File: config.mk
export PLATFORM = sky130hd
export DESIGN_NAME = spu_mald_mq_flat
export DESIGN_NICKNAME = d
export VERILOG_FILES = /design/src/rtl/spu_mald_mq_if.sv /design/src/rtl/spu_mald_mq.sv /design/src/flat_wrapper.sv
export SDC_FILE = /design/constraint.sdc
export NUM_CORES = 1
export LEC_CHECK = 0
export BUFFER_PORTS_ARGS = -buffer_cell sky130_fd_sc_hd__buf_2
export CORE_ASPECT_RATIO = 1.4
export CORE_MARGIN = 2
export CORE_UTILIZATION = 57
export DETAILED_ROUTE_END_ITERATION = 8
export PLACE_DENSITY = 0.84
export SLEW_MARGIN = 20
export SYNTH_ARGS = -nofsm -noshare
export SYNTH_HDL_FRONTEND = slang
export SYNTH_SLANG_ARGS = --single-unit
File: constraint.sdc
create_clock -name rclk -period 3.47 [get_ports rclk]
set_input_delay 0.347 -clock rclk [delete_from_list [all_inputs] [get_ports rclk]]
set_output_delay 0.347 -clock rclk [all_outputs]
set_load 0.05 [all_outputs]
File: src/rtl/spu_mald_mq_if.sv
// L2 request/return and MA-memory write strobes of the load sequencer.
interface spu_mald_mq_if;
  logic ldreq;
  logic ldreq_ack;
  logic ln_received;
  logic unc_err;
  logic memwen;
  logic maaddr_inc;
  logic mpa_inc;

  modport master (
    output ldreq, mpa_inc, memwen, maaddr_inc,
    input  ldreq_ack, ln_received, unc_err
  );

  modport slave (
    input  ldreq, mpa_inc, memwen, maaddr_inc,
    output ldreq_ack, ln_received, unc_err
  );
endinterface

File: src/rtl/spu_mald_mq.sv
// Multi-outstanding L2-to-MA-memory load sequencer with error drain and sticky status.
module spu_mald_mq #(
  parameter int unsigned LEN_W     = 8,
  parameter int unsigned MAX_OUTST = 2,
  parameter int unsigned WPL       = 2
) (
  input  logic             rclk,
  input  logic             arst_l,
  input  logic             se,
  input  logic             start,
  input  logic [LEN_W-1:0] start_len,
  input  logic             force_abort,
  spu_mald_mq_if.master    l2,
  output logic             busy,
  output logic             done,
  output logic             done_set,
  output logic             err_set,
  output logic [2:0]       outst_cnt
);

  typedef enum logic [1:0] {IDLE, RUN, DRAIN} state_e;

  localparam int unsigned       BEAT_W    = (WPL > 1) ? $clog2(WPL) : 1;
  localparam logic [BEAT_W-1:0] LAST_BEAT = BEAT_W'(WPL - 1);
  localparam logic [2:0]        MAX_O     = 3'(MAX_OUTST);

  state_e            state_q, state_d;
  logic [LEN_W-1:0]  req_left_q, req_left_d;
  logic [LEN_W-1:0]  ln_left_q, ln_left_d;
  logic [2:0]        outst_q, outst_d;
  logic [2:0]        pend_q, pend_d;
  logic [BEAT_W-1:0] beat_q, beat_d;
  logic              wact_q, wact_d;
  logic              done_q, done_d;
  logic              done_set_q, done_set_d;
  logic              err_set_q, err_set_d;

  logic run, last_beat, par, abort, req, ack, rx_ok, wr, wr_last;
  logic unused_se;

  assign unused_se = se;

  // A parity cycle is due whenever a received line is not yet being written;
  // it may overlap the last beat of the line ahead of it.
  assign run       = (state_q == RUN);
  assign last_beat = (beat_q == LAST_BEAT);
  assign par       = run & (wact_q ? (last_beat & (pend_q > 3'd1)) : (pend_q != 3'd0));
  assign abort     = run & (l2.unc_err | (force_abort & par));
  assign req       = run & ~abort & (req_left_q != '0) & (outst_q < MAX_O);
  assign ack       = req & l2.ldreq_ack;
  assign wr        = run & wact_q & ~abort;
  assign wr_last   = wr & last_beat;
  assign rx_ok     = l2.ln_received & (outst_q != 3'd0);

  assign l2.ldreq      = req;
  assign l2.mpa_inc    = ack;
  assign l2.memwen     = wr;
  assign l2.maaddr_inc = wr;

  assign busy      = (state_q != IDLE);
  assign done      = done_q;
  assign done_set  = done_set_q;
  assign err_set   = err_set_q;
  assign outst_cnt = outst_q;

  always_comb begin
    state_d    = state_q;
    req_left_d = req_left_q;
    ln_left_d  = ln_left_q;
    outst_d    = outst_q;
    pend_d     = pend_q;
    beat_d     = beat_q;
    wact_d     = wact_q;
    done_d     = 1'b0;
    done_set_d = done_set_q;
    err_set_d  = err_set_q;

    case (state_q)
      IDLE: begin
        if (start) begin
          done_set_d = 1'b0;
          err_set_d  = 1'b0;
          if (start_len != '0) begin
            state_d    = RUN;
            req_left_d = start_len;
            ln_left_d  = start_len;
            outst_d    = '0;
            pend_d     = '0;
            beat_d     = '0;
            wact_d     = 1'b0;
          end else begin
            done_d     = 1'b1;
            done_set_d = 1'b1;
          end
        end
      end

      RUN: begin
        if (abort) begin
          state_d   = DRAIN;
          err_set_d = 1'b1;
          pend_d    = '0;
          wact_d    = 1'b0;
          beat_d    = '0;
          if (rx_ok) outst_d = outst_q - 3'd1;
        end else begin
          if (l2.ln_received && !rx_ok) err_set_d = 1'b1;
          outst_d    = outst_q + {2'b0, ack} - {2'b0, rx_ok};
          req_left_d = req_left_q - LEN_W'(ack);
          pend_d     = pend_q + {2'b0, rx_ok} - {2'b0, wr_last};
          if (wr) begin
            if (wr_last) begin
              ln_left_d = ln_left_q - LEN_W'(1);
              beat_d    = '0;
              wact_d    = par;
              if (ln_left_q == LEN_W'(1)) begin
                state_d    = IDLE;
                wact_d     = 1'b0;
                done_d     = 1'b1;
                done_set_d = 1'b1;
              end
            end else begin
              beat_d = beat_q + BEAT_W'(1);
            end
          end else if (par) begin
            wact_d = 1'b1;
            beat_d = '0;
          end
        end
      end

      DRAIN: begin
        if (outst_q == 3'd0) begin
          state_d    = IDLE;
          done_d     = 1'b1;
          done_set_d = 1'b1;
        end else if (l2.ln_received) begin
          outst_d = outst_q - 3'd1;
        end
      end

      default: state_d = IDLE;
    endcase
  end

  always_ff @(posedge rclk or negedge arst_l) begin
    if (!arst_l) begin
      state_q    <= IDLE;
      req_left_q <= '0;
      ln_left_q  <= '0;
      outst_q    <= '0;
      pend_q     <= '0;
      beat_q     <= '0;
      wact_q     <= 1'b0;
      done_q     <= 1'b0;
      done_set_q <= 1'b0;
      err_set_q  <= 1'b0;
    end else begin
      state_q    <= state_d;
      req_left_q <= req_left_d;
      ln_left_q  <= ln_left_d;
      outst_q    <= outst_d;
      pend_q     <= pend_d;
      beat_q     <= beat_d;
      wact_q     <= wact_d;
      done_q     <= done_d;
      done_set_q <= done_set_d;
      err_set_q  <= err_set_d;
    end
  end

endmodule
File: src/flat_wrapper.sv
// flat-port wrapper written by rule: the top's interface ports become plain ports
module spu_mald_mq_flat 
#(
  parameter int unsigned LEN_W     = 8,
  parameter int unsigned MAX_OUTST = 2,
  parameter int unsigned WPL       = 2
)
  (rclk, arst_l, se, start, start_len, force_abort, busy, done, done_set, err_set, outst_cnt, l2_ldreq, l2_mpa_inc, l2_memwen, l2_maaddr_inc, l2_ldreq_ack, l2_ln_received, l2_unc_err);
  spu_mald_mq_if l2_i ();
  input  logic rclk;
  input  logic arst_l;
  input  logic se;
  input  logic start;
  input  logic [LEN_W-1:0] start_len;
  input  logic force_abort;
  output logic busy;
  output logic done;
  output logic done_set;
  output logic err_set;
  output logic [2:0] outst_cnt;
  output wire logic [$bits(l2_i.ldreq)-1:0] l2_ldreq;
  output wire logic [$bits(l2_i.mpa_inc)-1:0] l2_mpa_inc;
  output wire logic [$bits(l2_i.memwen)-1:0] l2_memwen;
  output wire logic [$bits(l2_i.maaddr_inc)-1:0] l2_maaddr_inc;
  input wire logic [$bits(l2_i.ldreq_ack)-1:0] l2_ldreq_ack;
  input wire logic [$bits(l2_i.ln_received)-1:0] l2_ln_received;
  input wire logic [$bits(l2_i.unc_err)-1:0] l2_unc_err;
  assign l2_ldreq = l2_i.ldreq;
  assign l2_mpa_inc = l2_i.mpa_inc;
  assign l2_memwen = l2_i.memwen;
  assign l2_maaddr_inc = l2_i.maaddr_inc;
  assign l2_i.ldreq_ack = l2_ldreq_ack;
  assign l2_i.ln_received = l2_ln_received;
  assign l2_i.unc_err = l2_unc_err;
  spu_mald_mq #(.LEN_W(LEN_W), .MAX_OUTST(MAX_OUTST), .WPL(WPL)) u_core (.rclk(rclk), .arst_l(arst_l), .se(se), .start(start), .start_len(start_len), .force_abort(force_abort), .l2(l2_i), .busy(busy), .done(done), .done_set(done_set), .err_set(err_set), .outst_cnt(outst_cnt));
endmodule
### Word-level counts from Yosys, hierarchy flattened

Index checks and enable logic that the tools add are counted.

* memories kept: 0
* register bits after elaboration: 29
* output and inout bits: 11
* memory bits (writable): 0
* bits in read-only memories: 0
* latch bits: 0

* equal/unequal tests: 19
* multiply operators: 0
* bitwise gates (word level): 14
* $lt $le $gt $ge: 2
* mux-type cells: 58
* add/subtract/negate cells: 8
* divide/modulo/power cells: 0
* reductions and logical operators: 20
* shifts and indexed selects: 0

Operators with widths (count)
* $mux W8: 6
* $pmux W8 S2: 2
* $mux W1: 28
* $mux W3: 7
* $reduce_and A6 Y1: 3
* $reduce_bool A8 Y1: 2
* $ne A3 B3 Y1 const B: 5
* $mux W2: 7
* $ne A2 B2 Y1 const B: 7
* $and A1 B1 Y1: 12
* $pmux W3 S3: 1
* $reduce_bool A3 Y1: 3
* $eq A8 B1 Y1 const B: 1
* $ne A4 B4 Y1 const B: 2
* $reduce_and A4 Y1: 2
* $sub A8 B1 Y8: 1
* $sub A8 B1 Y8 const B: 1
* $reduce_and A7 Y1: 1
* $add A3 B1 Y3: 2
* $pmux W1 S2: 3
* $pmux W1 S3: 2
* $pmux W2 S3: 1
* $pmux W3 S2: 1
* $reduce_and A3 Y1: 2
* other kinds (16): 19

### Depth between registers and ports, before layout

Gate-level depths: netlist (run 1).

* word-level depth: 16
* mapped depth: 16

### Worst setup path after synthesis (run 1)

OpenSTA, ideal clock, no wires.

* path kind: reg-to-reg
* start point: register u_core.state_q[1]
* end point: register u_core.req_left_q[7]
* library setup time: 0.124 ns
* stages on the path, launching flop included: 13
* period minus slack after synthesis: 3.476 ns
* slack: -0.006 ns
* data required time: 3.346 ns
* arrival time: 3.353 ns
* cell sequence: dfrtp_1 -> inv_1 -> ha_1 -> inv_1 -> clkbuf_1 -> nor3_1 -> and3_1 -> and2_1 -> ha_1 -> nor3b_1 -> nand2_1 -> o22ai_1 -> a21oi_2

* cells in the longest elaborated chain, start to end: 13
* elaborated cells between the ends (all ways): 19

RTL lines
* start, declared: line spu_mald_mq.sv:27 `state_e state_q, state_d;`
* start signal, assigned: line spu_mald_mq.sv:159 `state_q <= state_d;`
* $eq A2 B1 Y1 (*): line spu_mald_mq.sv:45 `assign run = (state_q == RUN);`
* $and A1 B1 Y1: line spu_mald_mq.sv:47 `assign par = run & (wact_q ? (last_beat & (pend_q > 3'd1)) : (pend_q != 3'd0));`
* $and A1 B1 Y1: line spu_mald_mq.sv:48 `assign abort = run & (l2.unc_err | (force_abort & par));`
* $or A1 B1 Y1: line spu_mald_mq.sv:48
* $and A1 B1 Y1: line spu_mald_mq.sv:48
* $not A1 Y1: line spu_mald_mq.sv:49 `assign req = run & ~abort & (req_left_q != '0) & (outst_q < MAX_O);`
* $and A1 B1 Y1 (*) (3 in series): line spu_mald_mq.sv:49
* via l2_ldreq: line flat_wrapper.sv:21 `output wire logic [$bits(l2_i.ldreq)-1:0] l2_ldreq;`
* $and A1 B1 Y1 (*): line spu_mald_mq.sv:50 `assign ack = req & l2.ldreq_ack;`
* via l2_mpa_inc: line flat_wrapper.sv:22 `output wire logic [$bits(l2_i.mpa_inc)-1:0] l2_mpa_inc;`
* $sub A8 B1 Y8 (*): line spu_mald_mq.sv:109 `req_left_d = req_left_q - LEN_W'(ack);`
* $mux W8 (*): line spu_mald_mq.sv:99 `if (abort) begin`
* $pmux W8 S2 (*): line spu_mald_mq.sv:78 `case (state_q)`
* end signal, assigned: line spu_mald_mq.sv:160 `req_left_q <= req_left_d;`
* end, declared: line spu_mald_mq.sv:28 `logic [LEN_W-1:0] req_left_q, req_left_d;`

The timed path passes the listed nets; every way through them passes the cells marked *. The select of a mux whose other input is x is not followed.
A chain may end at the register's enable or synchronous reset.

### Worst setup path in the final report (run 1)

* start point: register u_core.pend_q[1]
* end point: register u_core.outst_q[2], in the netlist u_core.outst_cnt[2]

* cells in the longest elaborated chain, start to end: 16
* elaborated cells between the ends (all ways): 19

RTL lines
* start, declared: line spu_mald_mq.sv:31 `logic [2:0] pend_q, pend_d;`
* start signal, assigned: line spu_mald_mq.sv:163 `pend_q <= pend_d;`
* $gt A3 B1 Y1: line spu_mald_mq.sv:47
* $and A1 B1 Y1: line spu_mald_mq.sv:47
* $mux W1 (*): line spu_mald_mq.sv:47
* $and A1 B1 Y1 (*): line spu_mald_mq.sv:47
* $and A1 B1 Y1 (*): line spu_mald_mq.sv:48
* $or A1 B1 Y1 (*): line spu_mald_mq.sv:48
* $and A1 B1 Y1 (*): line spu_mald_mq.sv:48
* $not A1 Y1: line spu_mald_mq.sv:49
* $and A1 B1 Y1 (3 in series): line spu_mald_mq.sv:49
* $and A1 B1 Y1: line spu_mald_mq.sv:50
* $add A3 B1 Y3: line spu_mald_mq.sv:108 `outst_d = outst_q + {2'b0, ack} - {2'b0, rx_ok};`
* $sub A3 B1 Y3: line spu_mald_mq.sv:108
* $mux W3: line spu_mald_mq.sv:99
* $pmux W3 S3: line spu_mald_mq.sv:78
* end signal, assigned: line spu_mald_mq.sv:162 `outst_q <= outst_d;`
* end, declared: line spu_mald_mq.sv:30 `logic [2:0] outst_q, outst_d;`

Every way passes the cells marked *; elsewhere a longest branch is shown, timed or not.

==> qor.csv, run 1 <==
metric,value,unit
via_per_inst,6.17,
gp_congestion,0.876,
end_kind,flop,
synth_top_area_cell,dfrtp_1,
io_buffer_count,25,
pre_cts_slack,236,ps
dieArea,0.00443,sq mm
htree_levels,2,
status,completed,
drt_first_pass_iters,4,
numCtsBuffers,5,
antenna_cells,0,
ys.flop_type,dfrtp_1,
fin_crit_sh,92.8,%
grt_util_all_layers,24.9,%
clock-root-buffer,clkbuf_8,
crit_required,3640,ps
synth_fp_nets,293,
cts_tree,yes,
report.final.setup_viol,0,
synth.most_common_cell,dfrtp_1,
clockBufferDepth,2,
vias,2024,
ys_warn_count,0,
cp-start-kind,flop,
overflow,0,
wire_per_inst,15.7,microns
clock_skew,11.2,ps
hold_viol_final,0,
reg2reg_depth,16,
max_stage_delay,440,ps
max_clock_freq,0.310,GHz
fin_cells,328,
drive_above_1_share,20.6,%
ant_nets,0,
maxSlewViolCount,0,
crit_chain,inv_1 > ha_1 > nand2b_1 > a211oi_2 > nor3_2 > and3_2 > nand2_1 > ha_1 > inv_1 > ha_1 > inv_1 > fa_1 > xor2_1 > nand2_1 > o32ai_1 > a22o_1,
relSlewSlack,55.3,%
die_x,56.8,microns
min_period,3220,ps
final.setup.worst_slack,249,ps
grt_pass1_wl,8730,microns
worstSkewPairLatency,290,ps
clock_sinks,29,
worst_pin_slew,670,ps
maxCapViolCount,0,
cts_setup_buffers,0,
avgSynthCellArea,8.59,sq um
synth_top_area_share,32.6,%
num_io_pins,27,
rr_startpoint,u_core.pend_q[1],
synthArstFlopShare,100,%
hold_class,input pin to async pin,
max-vdd-ir-drop,0.000762,V
crit_type,flop to flop,
p_leak,0.00111,uW
synthCells,259,
synth_top_cells_by_count,"dfrtp_1 (29), nand2_1 (25), inv_1 (24)",
wl,5140,microns
hold_ws,90.4,ps
initial_core_util,60.0,%
coreArea,0.00371,sq mm
layout.nets,319,
slowest_stage,dfrtp_1,
rrSetupSlack,250,ps
area_growth,10.9,%
arrival,3390,ps
clk_pin_slew,70,ps
drt_iter0_drc,130,
place_inst,320,
cts_resized,0,
drcViolationCount,0,
cp_max_fo,5,
die_h,77.9,microns
synth_edf_count,0,
rows,26,
grt_pass1_vias,1925,
timing.rr.end,u_core.outst_cnt[2],
hpwl,3850,microns
ys_ff_latch,29,
cts_hold_buf,0,
ys_seq_area_share,32.6,%
grt_max_degree,42,
ys_types,60,
antenna_found_initial,0,
synth_area_leaders,"dfrtp_1 (33%), ha_1 (9.0%), nand2_1 (4.2%), inv_1 (4.0%), o21ai_0 (3.8%)",
powerDensity,875,mW/mm^2
synth_area,0.00223,sq mm
## layer usage
metal / routed length (microns) / global-route usage [%] / vias to the layer above
met5: 0 / 0 / -
met4: 159 / 10.2 / 0
met3: 249 / 4.00 / 16
met2: 2630 / 43.6 / 70
met1: 2100 / 29.9 / 950
li1: - / - / 988
## sequential cells by signal, indices dropped and copies added (netlist names)
signal             cells
u_core.req_left_q      8
u_core.ln_left_q       8
u_core.err_set         1
u_core.outst_cnt       3
u_core.done            1
u_core.wact_q          1
u_core.beat_q          1
u_core.done_set        1
u_core.pend_q          3
u_core.state_q         2
## stage by stage
stage	area, sq um	util, %	setup TNS [ps]	power [uW]
2_1_floorplan	2230	-	0	1610
3_3_place_gp	2380	64.2	0	1850
3_5_place_dp	2380	64.2	0	1880
4_1_cts	2460	66.4	0	2160
5_1_grt	2470	66.6	-52.6	2350
6_report	2470	66.6	0	2160
## layout by cell type (no fill, tap or decap), types with 2 or more instances in the layout
master,synthesis,routed
nand2b_1,6,6
nand4_1,2,2
mux2i_1,3,3
clkbuf_8,0,5
nor3_1,10,9
ha_1,16,16
o2111ai_1,2,2
nor4_1,3,3
o32ai_1,5,5
or2_2,2,2
o21ai_2,3,3
nand3b_1,2,2
or4_4,2,2
a31oi_1,8,8
clkinv_2,0,2
o22ai_1,3,3
buf_2,1,25
buf_4,2,4
nor2_1,16,16
a22o_1,4,4
fa_1,2,2
inv_1,24,24
a21oi_1,12,12
xor2_1,2,2
nand3_1,9,9
nor2b_1,2,2
and2_1,3,3
dfrtp_1,29,29
a21oi_2,6,6
o21ai_0,17,17
mux2_2,2,2
or3_1,2,2
nand2_1,25,25
## worst max path at each step
| stage | from | endpoint | slack [ps] | depth (start not counted) |
|---|---|---|---|---|
| 2_1_floorplan | u_core.state_q[1] | u_core.req_left_q[7] | 150 | 12 |
| 3_3_place_gp | u_core.pend_q[1] | u_core.outst_cnt[2] | 300 | 16 |
| 3_5_place_dp | u_core.pend_q[1] | u_core.outst_cnt[2] | 240 | 16 |
| 4_1_cts | u_core.pend_q[1] | u_core.outst_cnt[2] | 200 | 16 |
| 5_1_grt | u_core.pend_q[1] | u_core.outst_cnt[2] | -50 | 16 |
| 6_report | u_core.pend_q[1] | u_core.outst_cnt[2] | 250 | 16 |
## cell type report
type                            instances  area (sq um)
Multi-Input combinational cell        196          1360
Fill cell                             320          1240
Sequential cell                        29           726
Timing Repair Buffer                   29           155
Inverter                               24          90.1
Clock buffer                            6          72.6
Tap cell                               42          52.6
Clock inverter                          2          10.0
## worst max-delay path, delay by kind of cell, from the launching register on
kind            cells  cell delay, ps
xor+xnor            1             150
flops               1             440
compound gates      3             670
fa+ha+maj           4             960
buf+inv             3             180
simple gates        5             700
## kinds of logic after synthesis
| kind of cell | count (synthesis) | synth area share (%) |
|---|---|---|
| AOI/OAI and AO/OA | 78 | 24.7 |
| xor gates and xnor gates | 2 | 0.787 |
| adders and majority gates | 18 | 10.8 |
| buffers and inverters | 34 | 6.46 |
| DFF | 29 | 32.6 |
| muxes | 6 | 2.87 |
| and+or+nand+nor | 92 | 21.8 |
## power by group
| part | internal [uW] | switching, uW |
|---|---|---|
| Combinational | 472 | 800 |
| Clock | 139 | 135 |
| Sequential | 477 | 136 |
No activity file was read; power rests on OpenSTA's default activity.
==> run 2: changes to the inputs <==
--- a/config.mk
+++ b/config.mk
@@ -11,6 +11,7 @@
 export CORE_UTILIZATION = 57
 export DETAILED_ROUTE_END_ITERATION = 8
 export PLACE_DENSITY = 0.84
+export RECOVER_POWER = 25
 export SLEW_MARGIN = 20
 export SYNTH_ARGS = -nofsm -noshare
 export SYNTH_HDL_FRONTEND = slang
==> run 2 against run 1 <==
  * The flow now finishes with violations (capacitance limit, slew limit)
  * Combinational power is essentially flat
  * Final cell count unchanged
  * Clock skew about the same
  * Register-to-register slack barely moved
  * Count of clock-buffer cells in the layout stayed put
  * Sequential share of layout area is essentially flat
  * Critical endpoint unchanged
  * Sequential power is essentially flat
  * Sequential cell count did not move
==> qor.csv, run 2 (synthesized netlist as in run 1, its figures left out) <==
metric,value,unit,change
drcViolationCount,0,,unchanged
grt_pass1_wl,8730,microns,unchanged
grt_pass1_vias,1925,,unchanged
clock_skew,11.3,ps,+0.134 ps
arrival,3390,ps,about the same
crit_start,u_core.pend_q[1],,
fin_util,66.5,%,about the same
cts_hold_buf,0,,unchanged
clockBufferDepth,2,,unchanged
violations,"capacitance limit, slew limit",,
crit_required,3640,ps,about the same
grt_max_degree,42,,unchanged
max-vdd-ir-drop,0.000762,V,about the same
maxSlewViolCount,30,,+30
cp-start-kind,flop,,
overflow,0,,unchanged
drt_first_pass_iters,4,,unchanged
hold_class,input pin to flop,,
pre_cts_slack,236,ps,unchanged
timing.setup.tns,0,ps,unchanged
layout_common_cells,"dfrtp_1 (29), nand2_1 (25), inv_1 (24), buf_2 (24), o21ai_0 (17)",,
clk_pin_slew,70,ps,about the same
cts_tree,yes,,
antenna_cells,0,,unchanged
wl,5140,microns,about the same
coreArea,0.00371,sq mm,unchanged
dieArea,0.00443,sq mm,unchanged
status,"complete, but fails checks",,
worst_pin_slew,1610,ps,+937 ps
maxCapViolCount,1,,+1
die_x,56.8,microns,unchanged
hold_ws,349,ps,+259 ps
antenna_found_initial,0,,unchanged
rows,26,,unchanged
crit_type,flop to flop,,
hold_viol_final,0,,unchanged
initial_core_util,60.0,%,unchanged
drt_iter0_drc,130,,unchanged
cp-endpoint,u_core.outst_cnt[2],,
grt_util_all_layers,24.9,%,unchanged
rrSetupSlack,250,ps,about the same
num_io_pins,27,,unchanged
drive_above_1_share,20.3,%,-0.35 points
layout_commonest_cell,dfrtp_1,,
n_fill_cell,321,,+0.31%
htree_levels,2,,unchanged
via_per_inst,6.17,,unchanged
powerDensity,876,mW/mm^2,about the same
ant_nets,0,,unchanged
cp_max_fo,5,,unchanged
max_clock_freq,0.310,GHz,about the same
clock_sinks,29,,unchanged
area_growth,10.8,%,about the same
gp_congestion,0.876,,unchanged
die_h,77.9,microns,unchanged
min_period,3220,ps,-0.308 ps
vias,2024,,unchanged
worstSkewPairLatency,290,ps,about the same
reg2reg_depth,16,,unchanged
timing.rr.end,u_core.outst_cnt[2],,
layout.nets,319,,unchanged
largestRegisters,"u_core.ln_left_q (8), u_core.req_left_q (8)",,
relSlewSlack,-7.09,%,-62 points
wire_per_inst,15.7,microns,about the same
fin_crit_sh,92.8,%,about the same
end_kind,flop,,
hpwl,3850,microns,unchanged
rr_startpoint,u_core.pend_q[1],,
io_buffer_count,25,,unchanged
numCtsBuffers,5,,unchanged
final.setup.worst_slack,249,ps,+0.308 ps
clock-root-buffer,clkbuf_8,,
p_leak,0.00111,uW,-0.25%
report.final.setup_viol,0,,unchanged
-- run 2: per-layer routing --
layer / part of all wire [%] / track usage, % / wire, microns
met5: 0 / 0 / 0
met4: 3.1 / 10.2 / 159
met3: 4.9 / 4.00 / 253
met2: 51 / 43.6 / 2630
met1: 41 / 29.9 / 2100
-- run 2: how the worst min path moves through the flow --
| stage | endpoint | slack [ps] | cells past startpoint | start |
|---|---|---|---|---|
| floorplan | u_core.beat_q | 50 | 0 | arst_l |
| global placement | u_core.req_left_q[5] | 430 | 1 | arst_l |
| detailed placement | u_core.req_left_q[5] | 420 | 1 | arst_l |
| CTS | u_core.req_left_q[3] | 110 | 1 | arst_l |
| global route | u_core.ln_left_q[4] | 380 | 3 | start_len[4] |
| finish | u_core.ln_left_q[4] | 350 | 3 | start_len[4] |
-- run 2: worst max-delay path, stage by stage, from the launching register on --
cell	delay, ps
dfrtp_1	440
inv_1	90
ha_1	240
nand2b_1	180
a211oi_2	400
nor3_2	140
and3_2	240
nand2_1	80
ha_1	220
inv_1	50
ha_1	120
inv_1	40
fa_1	380
xor2_1	150
nand2_1	60
o32ai_1	80
a22o_1	190
-- run 2: timing repair --
item,4_1_cts,5_1_grt
setup buffers,0,0
endpoints found under the setup margin,0,2
resized for setup,0,1
-- run 2: final cells by class --
| class | instances | area [sq um] | share of cell area, % |
|---|---|---|---|
| inverters | 24 | 90.1 | 3.65 |
| multi-input cells | 196 | 1360 | 55.2 |
| repair buffers | 29 | 154 | 6.24 |
| well taps | 42 | 52.6 | 2.13 |
| clock buffers | 6 | 72.6 | 2.94 |
| flip-flops and latches | 29 | 726 | 29.4 |
| clock inverters | 2 | 10.0 | 0.406 |
-- run 2: stage by stage --
step           std cells  area [sq um]  power, uW
6_report             328          2470       2160
3_5_place_dp         320          2380       1880
4_1_cts              328          2460       2160
2_1_floorplan        259          2230       1610
3_3_place_gp         320          2380       1850
5_1_grt              328          2470       2350
-- run 2: power breakdown --
part | internal, uW | switching, uW | leakage [uW]
clock | 139 | 135 | 0.0000450
sequential | 477 | 136 | 0.000357
combinational | 472 | 800 | 0.000705
total | 1090 | 1070 | 0.00111
==> run 3: changes to the inputs <==
--- a/config.mk
+++ b/config.mk
@@ -12,6 +12,7 @@
 export DETAILED_ROUTE_END_ITERATION = 8
 export PLACE_DENSITY = 0.84
 export RECOVER_POWER = 25
+export REMOVE_ABC_BUFFERS = 1
 export SLEW_MARGIN = 20
 export SYNTH_ARGS = -nofsm -noshare
 export SYNTH_HDL_FRONTEND = slang
==> run 3 against run 2 <==
  * The flow still finishes with violations (capacitance limit, slew limit)
  * Sequential power grew 0.7%
  * Via count fell by 0.15%
  * Clock skew shrank 6.8 ps
  * Critical path depth is 2 lower
  * Global-route usage increased by 0.74 points
  * Sequential share of layout area is essentially flat
  * Utilization rose by 0.067 points
  * Critical endpoint is now u_core.outst_cnt[1]
==> qor.csv, run 3 (synthesized netlist as in run 1, its figures left out) <==
metric,value,unit,change
worst_pin_slew,1660,ps,+49.2 ps
gp_congestion,0.866,,-1.1%
clockBufferDepth,2,,unchanged
die_h,77.9,microns,unchanged
cts_setup_buffers,0,,unchanged
rr_startpoint,u_core.pend_q[1],,
rows,26,,unchanged
wl,5270,microns,+2.4%
antenna_found_initial,0,,unchanged
coreArea,0.00371,sq mm,unchanged
antenna_cells,0,,unchanged
largestRegisters,"u_core.ln_left_q (8), u_core.req_left_q (8)",,
clk_pin_slew,60,ps,about the same
numCtsBuffers,5,,unchanged
maxCapViolCount,1,,unchanged
crit_required,3640,ps,about the same
layout.nets,319,,unchanged
via_per_inst,6.18,,+0.16%
dieArea,0.00443,sq mm,unchanged
status,"complete, but fails checks",,
io_buffer_count,25,,unchanged
clock_skew,4.49,ps,-6.81 ps
area_growth,11.0,%,
multiInputGateArea,0.00136,sq mm,about the same
num_io_pins,27,,unchanged
rsz0062_at_grt,false,,
drt_iter0_drc,98,,-25%
cts_hold_buf,0,,unchanged
wire_per_inst,16.1,microns,+2.8%
grt_pass1_wl,9080,microns,+4.0%
max_clock_freq,0.320,GHz,+2.9%
grt_pass1_vias,2052,,+6.6%
maxSlewViolCount,30,,unchanged
fin_util,66.6,%,+0.067 points
clock-root-buffer,clkbuf_8,,
violations,"capacitance limit, slew limit",,
initial_core_util,60.0,%,unchanged
overflow,0,,unchanged
end_kind,flop,,
arrival,3300,ps,-90 ps
worstSkewPairLatency,280,ps,about the same
crit_chain,inv_1 > ha_1 > nand2b_1 > a211oi_2 > nor3_2 > and3_1 > nand2_1 > ha_1 > inv_1 > ha_1 > inv_1 > fa_1 > o32ai_1 > mux2_1,,
fin_crit_sh,90.2,%,-2.6 points
seqCellArea,726,sq um,unchanged
layout_commonest_cell,dfrtp_1,,
reg2reg_depth,14,,-2
n_fill_cell,325,,+1.2%
slowest_stage,fa_1,,
layout_common_cells,"dfrtp_1 (29), nand2_1 (25), inv_1 (24), buf_2 (24), o21ai_0 (17)",,
relSlewSlack,-10.4,%,-3.3 points
vias,2021,,-0.15%
cp_max_fo,5,,unchanged
grt_util_all_layers,25.6,%,+0.74 points
rrSetupSlack,340,ps,+90 ps
hold_start,start_len[4],,
hold_depth,3,,unchanged
fin_cells,327,,-0.30%
powerDensity,885,mW/mm^2,+1.1%
grt_max_degree,42,,unchanged
hold_class,input pin to flop,,
hold_end,u_core.ln_left_q[4],,
min_period,3130,ps,-91.5 ps
timing.rr.end,u_core.outst_cnt[1],,
crit_type,flop to flop,,
place_inst,320,,unchanged
cts_resized,0,,unchanged
report.final.setup_viol,0,,unchanged
cts_tree,yes,,
drcViolationCount,0,,unchanged
clock_sinks,29,,unchanged
hpwl,3900,microns,+1.2%
drive_above_1_share,19.6,%,-0.63 points
max-vdd-ir-drop,0.000624,V,-18%
cp-start-kind,flop,,
htree_levels,2,,unchanged
hold_viol_final,0,,unchanged
p_leak,0.00111,uW,about the same
max_stage_delay,480,ps,+40 ps
drt_first_pass_iters,4,,unchanged
die_x,56.8,microns,unchanged
ant_nets,0,,unchanged
run 3: changes by cell type in the layout (fill, tap and decap cells not counted):
cell	before	now
clkinv_2	2	0
and3_1	1	2
clkbuf_8	5	6
and3_2	1	0
run 3: cell type report:
type,count,area share [%]
flip-flops and latches,29,29.4
inverters,24,3.65
clock buffers,7,3.50
repair buffers,29,6.23
multi-input cells,196,55.1
well taps,42,2.13
run 3: where the power goes:
part	internal [uW]	switching, uW
sequential	478	140
combinational	472	808
clock	157	131
total	1110	1080
run 3: worst max path at each step:
stage                           start                    to  cells past startpoint
floorplan           u_core.state_q[1]  u_core.req_left_q[7]                     11
global placement     u_core.pend_q[1]   u_core.outst_cnt[2]                     16
detailed placement   u_core.pend_q[1]   u_core.outst_cnt[1]                     14
CTS                  u_core.pend_q[1]   u_core.outst_cnt[1]                     14
global route         u_core.pend_q[1]   u_core.outst_cnt[2]                     16
finish               u_core.pend_q[1]   u_core.outst_cnt[1]                     14
run 3: layer usage:
layer | global-route usage, % | wire length, microns | vias up
li1 | - | - | 988
met1 | 31.3 | 2280 | 970
met2 | 43.8 | 2720 | 51
met3 | 3.83 | 174 | 12
met4 | 11.9 | 103 | 0
met5 | 0 | 0 | -
run 3: stage by stage:
stage / setup slack, ps / setup TNS [ps] / hold WS [ps] / power (uW) / instance area (sq um)
4_1_cts: 241 / 0 / 128 / 2180 / 2470
5_1_grt: 87.3 / 0 / 382 / 2360 / 2470
6_report: 340 / 0 / 364 / 2190 / 2470
3_3_place_gp: 310 / 0 / 423 / 1850 / 2380
2_1_floorplan: -696 / -6160 / 51.4 / 1570 / 2170
3_5_place_dp: 269 / 0 / 436 / 1890 / 2380
run 3: critical path, delay by kind of cell, from the launching register on:
kind                       cells  cell delay [ps]
adders and majority gates      4             1060
and+or+nand+nor                4              580
DFF                            1              440
muxes                          1              300
buffers and inverters          3              170
AOI/OAI and AO/OA              2              450
